[src/rtl/gemm_pkg.sv]
// gemm_pkg: shared constants and types for the GEMM result path.
//   result_lanes_gp      - results packed per output word
//   result_lane_width_gp - width of one lane in the output word
//   result_width_gp      - width of a raw result from compute_engine
//   rp_state_t           - result_packer FSM encoding (visible on o_pack_state)
package gemm_pkg;

    localparam int result_lanes_gp      = 8;
    localparam int result_lane_width_gp = 32;
    localparam int result_width_gp      = 24;
    localparam int result_word_width_gp = result_lanes_gp * result_lane_width_gp;

    typedef enum logic [1:0] {
        ST_FILL  = 2'd0,
        ST_FLUSH = 2'd1,
        ST_DONE  = 2'd2
    } rp_state_t;

    // Results are unsigned; upper lane bits are zero.
    function automatic logic [result_lane_width_gp-1:0] zext_result(
        input logic [result_width_gp-1:0] r
    );
        return {{(result_lane_width_gp - result_width_gp){1'b0}}, r};
    endfunction

endpackage

[src/rtl/result_fifo_sync.sv]
// result_fifo_sync: single-clock FIFO buffering compute_engine results.
//   clk, reset_n      - clock, synchronous active-low reset
//   wr_en, wr_data    - write strobe/data; ignored (and flagged) while full
//   rd_en, rd_data    - pop strobe; rd_data shows the head entry (show-ahead)
//   empty             - no entries (decoded from the count register)
//   full, afull       - registered flags computed from the post-edge count
//   overflow          - sticky, set by a write attempted while full
module result_fifo_sync #(
    parameter int DEPTH        = 64,
    parameter int AFULL_MARGIN = 8,
    parameter int WIDTH        = 24
) (
    input  logic             clk,
    input  logic             reset_n,
    input  logic             wr_en,
    input  logic [WIDTH-1:0] wr_data,
    input  logic             rd_en,
    output logic [WIDTH-1:0] rd_data,
    output logic             empty,
    output logic             full,
    output logic             afull,
    output logic             overflow
);

    localparam int AW = $clog2(DEPTH);
    localparam int CW = AW + 1;
    localparam logic [CW-1:0] FULL_LVL  = CW'(DEPTH);
    localparam logic [CW-1:0] AFULL_LVL = CW'(DEPTH - AFULL_MARGIN);

    logic [WIDTH-1:0] mem [DEPTH];
    logic [AW-1:0]    wr_ptr;
    logic [AW-1:0]    rd_ptr;
    logic [CW-1:0]    count;
    logic [CW-1:0]    count_nxt;
    logic             push;
    logic             pop;

    // Push is gated by the registered full flag, so a same-cycle pop
    // never makes room for a write that arrives at full.
    assign push    = wr_en && !full;
    assign pop     = rd_en && !empty;
    assign empty   = (count == '0);
    assign rd_data = mem[rd_ptr];

    always_comb begin
        count_nxt = count;
        case ({push, pop})
            2'b10:   count_nxt = count + CW'(1);
            2'b01:   count_nxt = count - CW'(1);
            default: count_nxt = count;
        endcase
    end

    always_ff @(posedge clk) begin
        if (!reset_n) begin
            wr_ptr   <= '0;
            rd_ptr   <= '0;
            count    <= '0;
            full     <= 1'b0;
            afull    <= 1'b0;
            overflow <= 1'b0;
        end else begin
            if (push) wr_ptr <= wr_ptr + AW'(1);
            if (pop)  rd_ptr <= rd_ptr + AW'(1);
            count <= count_nxt;
            // Flags describe the count after this edge.
            full  <= (count_nxt == FULL_LVL);
            afull <= (count_nxt >= AFULL_LVL);
            if (wr_en && full) overflow <= 1'b1;
        end
    end

    // Storage needs no reset; only pointers/count define validity.
    always_ff @(posedge clk) begin
        if (push) mem[wr_ptr] <= wr_data;
    end

endmodule

[src/rtl/result_packer.sv]
// result_packer: buffers 24-bit compute_engine results, zero-extends them to
// 32-bit lanes and packs eight per 256-bit word for the write-back path.
// A flush (tile done) drains everything and marks the final word as last.
//   i_clk, i_reset_n              - clock, synchronous active-low reset
//   i_result_data/_valid          - result stream in
//   o_result_full/_afull          - back-pressure to compute_engine
//   i_flush                       - tile-complete pulse
//   o_wr_data/_valid/_last        - packed word out, i_wr_ready handshake
//   o_flush_done                  - one-cycle pulse when the flush completes
//   o_overflow                    - sticky, write dropped while full
//   o_result_count                - accepted results since reset (mod 2^16)
//   o_pack_state                  - debug FSM state
module result_packer
    import gemm_pkg::*;
#(
    parameter int DEPTH        = 64,
    parameter int AFULL_MARGIN = 8
) (
    input  logic                            i_clk,
    input  logic                            i_reset_n,
    input  logic [result_width_gp-1:0]      i_result_data,
    input  logic                            i_result_valid,
    output logic                            o_result_full,
    output logic                            o_result_afull,
    input  logic                            i_flush,
    output logic [result_word_width_gp-1:0] o_wr_data,
    output logic                            o_wr_valid,
    input  logic                            i_wr_ready,
    output logic                            o_wr_last,
    output logic                            o_flush_done,
    output logic                            o_overflow,
    output logic [15:0]                     o_result_count,
    output logic [1:0]                      o_pack_state
);

    localparam int LCW = $clog2(result_lanes_gp) + 1;
    localparam int LIW = $clog2(result_lanes_gp);
    localparam logic [LCW-1:0] LC_FULL = LCW'(result_lanes_gp);

    rp_state_t state;
    rp_state_t state_nxt;

    logic [result_width_gp-1:0] fifo_data;
    logic                       fifo_empty;
    logic                       pop;

    logic [result_lanes_gp-1:0][result_width_gp-1:0] lanes;
    logic [LCW-1:0] lc;
    logic [LCW-1:0] lc_base;
    logic           stall_q;
    logic           last_q;
    logic           last_now;
    logic           hs;
    logic [15:0]    result_count;

    result_fifo_sync #(
        .DEPTH        (DEPTH),
        .AFULL_MARGIN (AFULL_MARGIN),
        .WIDTH        (result_width_gp)
    ) u_fifo (
        .clk      (i_clk),
        .reset_n  (i_reset_n),
        .wr_en    (i_result_valid),
        .wr_data  (i_result_data),
        .rd_en    (pop),
        .rd_data  (fifo_data),
        .empty    (fifo_empty),
        .full     (o_result_full),
        .afull    (o_result_afull),
        .overflow (o_overflow)
    );

    // During a flush, whatever is in the lanes with nothing left behind it
    // is the final word (partial or complete).
    assign last_now = (state == ST_FLUSH) && fifo_empty && (lc != '0);

    // stall_q holds a presented word valid while the sink is not ready, even
    // if a new write makes the FIFO non-empty and would otherwise drop the
    // partial-word condition. lc and lanes cannot change during a stall.
    assign o_wr_valid = (lc == LC_FULL) || last_now || stall_q;

    // Once last has been presented it stays up until the handshake. It may
    // still rise during a stall if the flush begins while a full word waits,
    // since that word is then the final one of the tile.
    assign o_wr_last = last_now || (stall_q && last_q);

    assign hs = o_wr_valid && i_wr_ready;

    // A pop is allowed whenever no word is presented, or the presented word
    // is leaving this cycle (which frees lane 0 for the popped entry).
    assign pop     = !fifo_empty && (!o_wr_valid || i_wr_ready);
    assign lc_base = hs ? '0 : lc;

    always_comb begin
        state_nxt = state;
        case (state)
            ST_FILL:  if (i_flush) state_nxt = ST_FLUSH;
            ST_FLUSH: begin
                if ((hs && o_wr_last) || (fifo_empty && lc == '0))
                    state_nxt = ST_DONE;
            end
            ST_DONE:  state_nxt = ST_FILL;
            default:  state_nxt = ST_FILL;
        endcase
    end

    always_ff @(posedge i_clk) begin
        if (!i_reset_n) begin
            state        <= ST_FILL;
            lanes        <= '0;
            lc           <= '0;
            stall_q      <= 1'b0;
            last_q       <= 1'b0;
            result_count <= '0;
        end else begin
            state   <= state_nxt;
            stall_q <= o_wr_valid && !i_wr_ready;
            last_q  <= o_wr_last;
            if (pop) begin
                lanes[lc_base[LIW-1:0]] <= fifo_data;
                lc <= lc_base + LCW'(1);
            end else begin
                lc <= lc_base;
            end
            if (i_result_valid && !o_result_full)
                result_count <= result_count + 16'd1;
        end
    end

    // Lanes at or above lc are stale after a handshake; present them as zero.
    for (genvar k = 0; k < result_lanes_gp; k++) begin : g_lane
        assign o_wr_data[k*result_lane_width_gp +: result_lane_width_gp] =
            (lc > LCW'(k)) ? zext_result(lanes[k]) : '0;
    end

    assign o_flush_done   = (state == ST_DONE);
    assign o_result_count = result_count;
    assign o_pack_state   = state;

endmodule

[config.mk]
export PLATFORM = sky130hd
export DESIGN_NAME = result_packer
export DESIGN_NICKNAME = d
export VERILOG_FILES = /design/src/rtl/gemm_pkg.sv /design/src/rtl/result_fifo_sync.sv /design/src/rtl/result_packer.sv
export SDC_FILE = /design/constraint.sdc
export NUM_CORES = 2
export LEC_CHECK = 0
export ABC_AREA = 1
export CAP_MARGIN = 5
export CORE_ASPECT_RATIO = 1.75
export CORE_MARGIN = 2
export CORE_UTILIZATION = 40
export DETAILED_ROUTE_END_ITERATION = 10
export GPL_ROUTABILITY_DRIVEN = 1
export RECOVER_POWER = 50
export SYNTH_ARGS = -nofsm -noshare
export SYNTH_HDL_FRONTEND = slang
export SYNTH_SLANG_ARGS = --single-unit
[constraint.sdc]
create_clock -name i_clk -period 3.2 [get_ports i_clk]
set_input_delay 0.32 -clock i_clk [delete_from_list [all_inputs] [get_ports i_clk]]
set_output_delay 0.32 -clock i_clk [all_outputs]
set_load 0.01 [all_outputs]
## Word-level counts from Yosys, hierarchy flattened

Memories as Yosys holds them, arrays and structs flattened. A register that Yosys moved wholly into a read port is not among the register bits.
Cells that the tools add are included.

- Add/sub/neg operators: 6
- Magnitude comparators: 11
- Equality and inequality tests: 8
- Muxes and demuxes: 21
- Reductions and logical operators: 26

Operators by type and width:

| cell | number |
|---|---|
| 24-bit two-way mux | 9 |
| 192-bit bitwise mux | 1 |
| 24-bit demux with 3-bit select | 1 |
| 16-bit by 1-bit adder with 16-bit output, second input constant | 1 |
| 4-bit by 3-bit greater-than comparator with 1-bit output, second input constant | 4 |
| 7-bit case mux with 2 select lines | 1 |
| 6-bit by 1-bit adder with 6-bit output, second input constant | 2 |
| 1-bit logical AND | 12 |
| 6-bit two-way mux | 2 |
| 4-bit by 1-bit greater-than comparator with 1-bit output, second input constant | 2 |
| 4-bit by 2-bit greater-than comparator with 1-bit output, second input constant | 2 |
| 4-bit two-way mux | 2 |
| 7-bit by 1-bit adder with 7-bit output, second input constant | 1 |
| 7-bit equality test, second input constant | 1 |
| 7-bit by 6-bit greater-or-equal comparator with 1-bit output, second input constant | 1 |
| 7-bit logical NOT | 1 |
| 7-bit by 1-bit subtractor with 7-bit output, second input constant | 1 |
| 1-bit logical OR | 5 |
| 4-bit by 1-bit adder with 4-bit output, second input constant | 1 |
| 2-bit by 1-bit equality test with 1-bit output, second input constant | 2 |
| 2-bit equality test, second input constant | 2 |
| 4-bit equality test, second input constant | 1 |
| 1-bit logical NOT | 4 |
| 4-bit logical NOT | 1 |
| other kinds (10) | 12 |

- Register bits after elaboration: 238
- Memory bits (writable): 1,536
- Output and inout bits: 280
- Word-level logic and storage cells: 92
- Memories kept: 1

Memories:

| name | words | bits a word | read ports | clocked after Yosys merged registers in | wr ports | line | RTL |
|---|---|---|---|---|---|---|---|
| u_fifo.mem | 64 | 24 | 1 | 1 | 1 | result_fifo_sync.sv:30 | `logic [WIDTH-1:0] mem [DEPTH];` |

## Logic depth before layout (Yosys ltp)

- Depth after elaboration: 12
- Depth in mapped cells: 23

## Modules after synthesis

From an unflattened synthesis, not the netlist that was laid out.

- Cell total of the unflattened synthesis: 7,075
- Area, all modules: 74,275.0 um^2

Modules (own cells, without submodules):

| module | instances | cells an instance | area an instance (um^2) | sequential area each (um^2) |
|---|---|---|---|---|
| result_fifo_sync | 1 | 5,387 | 63,358.3 | 46,684.8 |
| result_packer | 1 | 1,688 | 10,916.7 | 4,324.1 |

## Least setup slack after synthesis

OpenSTA, ideal clock, no wires.

- Kind: reg-to-reg
- Start point: register u_fifo.full
- End point: memory u_fifo.mem[55][0], enable pin
- Setup time: 435 ps
- Arrival time: 2,634 ps
- Data required time: 2,765 ps
- Setup slack: 131 ps
- Cell stages (with the launch flop): 7
- Path buffers: 1
- Period minus slack after synthesis: 3,069 ps
- Cell sequence: dfxtp_1 > inv_1 > nand2_1 > inv_1 > clkbuf_1 > nand3_1 > nor3_1

- Cells in the longest elaborated chain, start to end: 4

RTL lines:

| element | line | RTL |
|---|---|---|
| from (decl) | result_fifo_sync.sv:20 | `output logic full,` |
| from (signal assigned) | result_fifo_sync.sv:67 | `full <= (count_nxt == FULL_LVL);` |
| 1-bit logical NOT | result_fifo_sync.sv:40 | `assign push = wr_en && !full;` |
| 1-bit logical AND | result_fifo_sync.sv:40 |  |
| 1-bit two-way mux | result_fifo_sync.sv:75 | `if (push) mem[wr_ptr] <= wr_data;` |
| 1-bit two-way mux (not written as such) | result_fifo_sync.sv:75 |  |
| to (decl) | result_fifo_sync.sv:30 |  |

No other way between the ends.

## Worst setup path after layout

- Start point: register lc[3]
- End point: output port o_wr_data[73]

- Cells in the longest elaborated chain, start to end: 2

RTL lines:

| element | line | RTL |
|---|---|---|
| from (decl) | result_packer.sv:48 | `logic [LCW-1:0] lc;` |
| from (signal assigned) | result_packer.sv:121 | `lc <= lc_base + LCW'(1);` |
| from (signal assigned) | result_packer.sv:123 | `lc <= lc_base;` |
| 4-bit by 2-bit greater-than comparator with 1-bit output | result_packer.sv:133 | `(lc > LCW'(k)) ? zext_result(lanes[k]) : '0;` |
| 24-bit two-way mux | result_packer.sv:133 |  |
| to (decl) | result_packer.sv:26 | `output logic [result_word_width_gp-1:0] o_wr_data,` |

No other way between the ends.

==> out/metrics.csv <==
stage;metric;value;unit
layout;most frequent cells in the layout;2404 x nand2_1, 1536 x edfxtp_1, 1375 x nand3_1;
routing;detailed-route DRC error count;0;
logic_synthesis;Yosys warnings;0;
global_routing;initial antenna violation count;5;
sta;Hold WS;0.185;ns
placement;placed insts;9676;
layout;Layout Cells excl Fill;9975;
logic_synthesis;Syn Inst Count;7156;
sta;setup_tns;0;ns
sta;Fmax achieved;320;MHz
logic_synthesis;post-synthesis cell area;73900;um^2
floorplan;die area;188000;um^2
routing;first-pass detailed-route iteration total;6;
sta;setup ws final;0.0792;ns
sta;RSZ-0062 raised after global routing;false;
global_routing;GRT Residual Overflow;0;
layout;Area Overhead vs Synth;15.9;%
global_routing;gr usage total;23.3;%
critical_path;buffer and inverter count on the worst path;4;
cts;clk_lat worst skew;0.82;ns
floorplan;Top-Level Pins;309;
critical_path;critical path arrival;2.80;ns
critical_path;Worst EP required;2.88;ns
cts;Clock Path Buffers;4;
logic_synthesis;EDFF count, synth;1536;
critical_path;critical-path cell with the highest stage delay;clkdlybuf4s50_1;
layout;layout net count;7471;
routing;Post-Route WL;223000;um
floorplan;Die Height;573;um
routing;post-route ant nets;0;
cts;clock net sink count;1780;
logic_synthesis;Async SR Flop Fraction;0;%
layout;Fill cells;16800;
routing;initial drt markers;4521;
routing;vias per cell;5.20;
logic_synthesis;top_reg_cell synth;edfxtp_1;
sta;max-slew violations;985;
sta;Final period util;97.5;%
critical_path;crit path max fanout;26;
floorplan;Core ar.;183000;um^2
layout;layout cell share with drive strength beyond 1;7.68;%
power_and_ir_drop;maximum VDD drop;0.542;mV
routing;via count;51900;
sta;Slew @ Worst Pin;3.50;ns
cts;CTS tree;done;
placement;buffers added on ports;244;
flow_run;Max Cap Viol;23;
hold_path;worst hold path class;input pin to flop;
global_routing;vias in the first global route;50000;
cts;clk root buf;clkbuf_16;
cts;Clk pin slew, worst setup/hold paths;0.06;ns
critical_path;Max stage delay on crit path;0.69;ns
logic_synthesis;Avg Inst Size Synth;10.3;um^2
sta;Max transition margin;-133;%
run_status;violations in the final reports;max-capacitance violations, max-slew violations;
cts;maximum level of the CTS H-tree;4;
power_and_ir_drop;Leakage;32.3;nW
global_routing;first-pass GRT wire length;326000;um
power_and_ir_drop;pwr dens;797;nW/um^2
placement;RD Place Congestion;0.895;
logic_synthesis;Yosys reg bits;1780;
critical_path;delay-heaviest family, CP;buffers and inverters;
floorplan;Chip Width;329;um
sta;Final setup violation count;0;
global_routing;largest net degree at the start of global routing;123;
routing;WL per Instance;22.4;um
critical_path;crit end category;primary output;
floorplan;Initial Util;40.3;%
critical_path;worst path cell trace;nor2_8 > buf_8 > o21ai_1 > buf_6 > nand2_1 > inv_1 > clkdlybuf4s50_1;
sta;minimum clock period;3.12;ns
placement;pre-CTS setup slack;0.164;ns
critical_path;Worst setup SP type;flop;
run_status;outcome;finished, violations left;
floorplan;num rows;208;
placement;Detail Placement HPWL;141000;um
layout;most common cell after layout, fill and taps aside;nand2_1;
sta;Layout Skew;0.0560;ns
sta;final hold violation count;0;
critical_path;critical path type;flop to primary output;
cts;Num CTS Buffers;164;
logic_synthesis;Seq/Total Area, Yosys;69.0;%
logic_synthesis;Netlist cell types;38;
==> Yosys cell counts, types with 3 or more instances <==
| library cell | number | area (um^2) |
|---|---|---|
| clkinv_1 | 5 | 18.8 |
| xnor2_1 | 7 | 61.3 |
| nand2_2 | 5 | 31.3 |
| nand3_1 | 1375 | 6880 |
| xor2_1 | 5 | 43.8 |
| a21oi_1 | 25 | 125 |
| nor3_1 | 20 | 100 |
| nand4_1 | 5 | 31.3 |
| edfxtp_1 | 1536 | 46100 |
| buf_4 | 82 | 616 |
| nor2_1 | 640 | 2400 |
| buf_2 | 216 | 1080 |
| nor3b_1 | 5 | 37.5 |
| inv_1 | 329 | 1230 |
| ha_1 | 7 | 87.6 |
| dfxtp_1 | 244 | 4880 |
| clkbuf_1 | 131 | 492 |
| o21ai_1 | 3 | 15.0 |
| buf_1 | 50 | 188 |
| o21ai_0 | 28 | 140 |
| inv_2 | 3 | 11.3 |
| nand2_1 | 2404 | 9020 |
| buf_6 | 11 | 124 |
==> report_power, final <==
| group | leakage (nW) | internal [W] | switching (W) | total, W |
|---|---|---|---|---|
| logic | 14.1 | 0.00697 | 0.0160 | 0.0229 |
| clock network | 2.48 | 0.0106 | 0.00854 | 0.0191 |
| registers | 15.8 | 0.0259 | 0.000291 | 0.0262 |
| total | 32.3 | 0.0435 | 0.0248 | 0.0683 |
==> worst paths after layout <==
check | from | end | slack [ns] | depth (start not counted)
hold / removal | i_result_valid | u_fifo.overflow | 0.19 | 3
setup reg to reg | u_fifo.full | u_fifo.mem[50][20] | 0.27 | 8
setup / recovery | lc[3] | o_wr_data[73] | 0.08 | 7
hold reg to reg | u_fifo.overflow | u_fifo.overflow | 0.47 | 2
==> metrics by stage <==
| stage | power [W] | instance area, um^2 | utilization (%) |
|---|---|---|---|
| final | 0.0683 | 85700 | 46.7 |
| after floorplan | 0.0398 | 74200 | - |
| after global placement | 0.0494 | 80800 | 44.0 |
| after detailed placement | 0.0496 | 80800 | 44.0 |
| after global routing | 0.0715 | 85600 | 46.7 |
| after CTS | 0.0687 | 85900 | 46.8 |
==> metal layers <==
layer,GRT usage (%),vias to the layer above,part of all wire (%)
met4,16.1,0,7.9
met3,2.73,528,5.6
met1,26.0,25100,36
met5,0,-,0
met2,41.4,1889,50
li1,-,24400,-
==> state kept, by name, summed over array words and instances (netlist names), named ones only <==
| name | flops |
|---|---|
| u_fifo.full | 1 |
| o_pack_state | 2 |
| u_fifo.mem | 1536 |
| lanes | 192 |
| o_result_count | 16 |
| u_fifo.rd_ptr | 6 |
| u_fifo.afull | 1 |
| stall_q | 1 |
| u_fifo.overflow | 1 |
| u_fifo.count | 7 |
| u_fifo.wr_ptr | 6 |
| last_q | 1 |
| lc | 4 |
==> cells by family (layout without fill, tap and decap cells) <==
| kind of cell | after synthesis | in the layout | share of synthesized area, % |
|---|---|---|---|
| mux | 1 | 1 | 0.0135 |
| fa+ha+maj | 7 | 7 | 0.118 |
| xor+xnor | 12 | 12 | 0.142 |
| simple gates | 4466 | 4466 | 25.2 |
| flops | 1780 | 1780 | 69.0 |
| other cells | 1 | 68 | 0.00507 |
| buf+inv | 827 | 1164 | 5.09 |
| compound gates | 62 | 62 | 0.438 |
==> what timing repair did <==
action	4_1_cts	5_1_grt
endpoints found under the setup margin	47	27
hold buffers	6	0
resized for setup	4	11
setup buffers	0	2
gates cloned	0	0
hold endpoints to repair	88	0
==> worst register-to-register path: cells and delay by family (launching register included) <==
kind	cells	cell delay [ns]
buffers and inverters	5	1.63
DFF	1	0.42
and+or+nand+nor	3	0.40
==> final cells by class <==
type / count / area, um^2 / share of cell area (%)
multi-input cells: 4612 / 19600 / 22.9
well taps: 2415 / 3020 / 3.53
inverters: 337 / 1290 / 1.50
clock buffers: 197 / 4280 / 5.00
repair buffers: 540 / 5640 / 6.59
clock inverters: 90 / 798 / 0.932
diodes: 4 / 10.0 / 0.0117
flip-flops and latches: 1780 / 51000 / 59.6
Power figures use the tool's default switching activity.
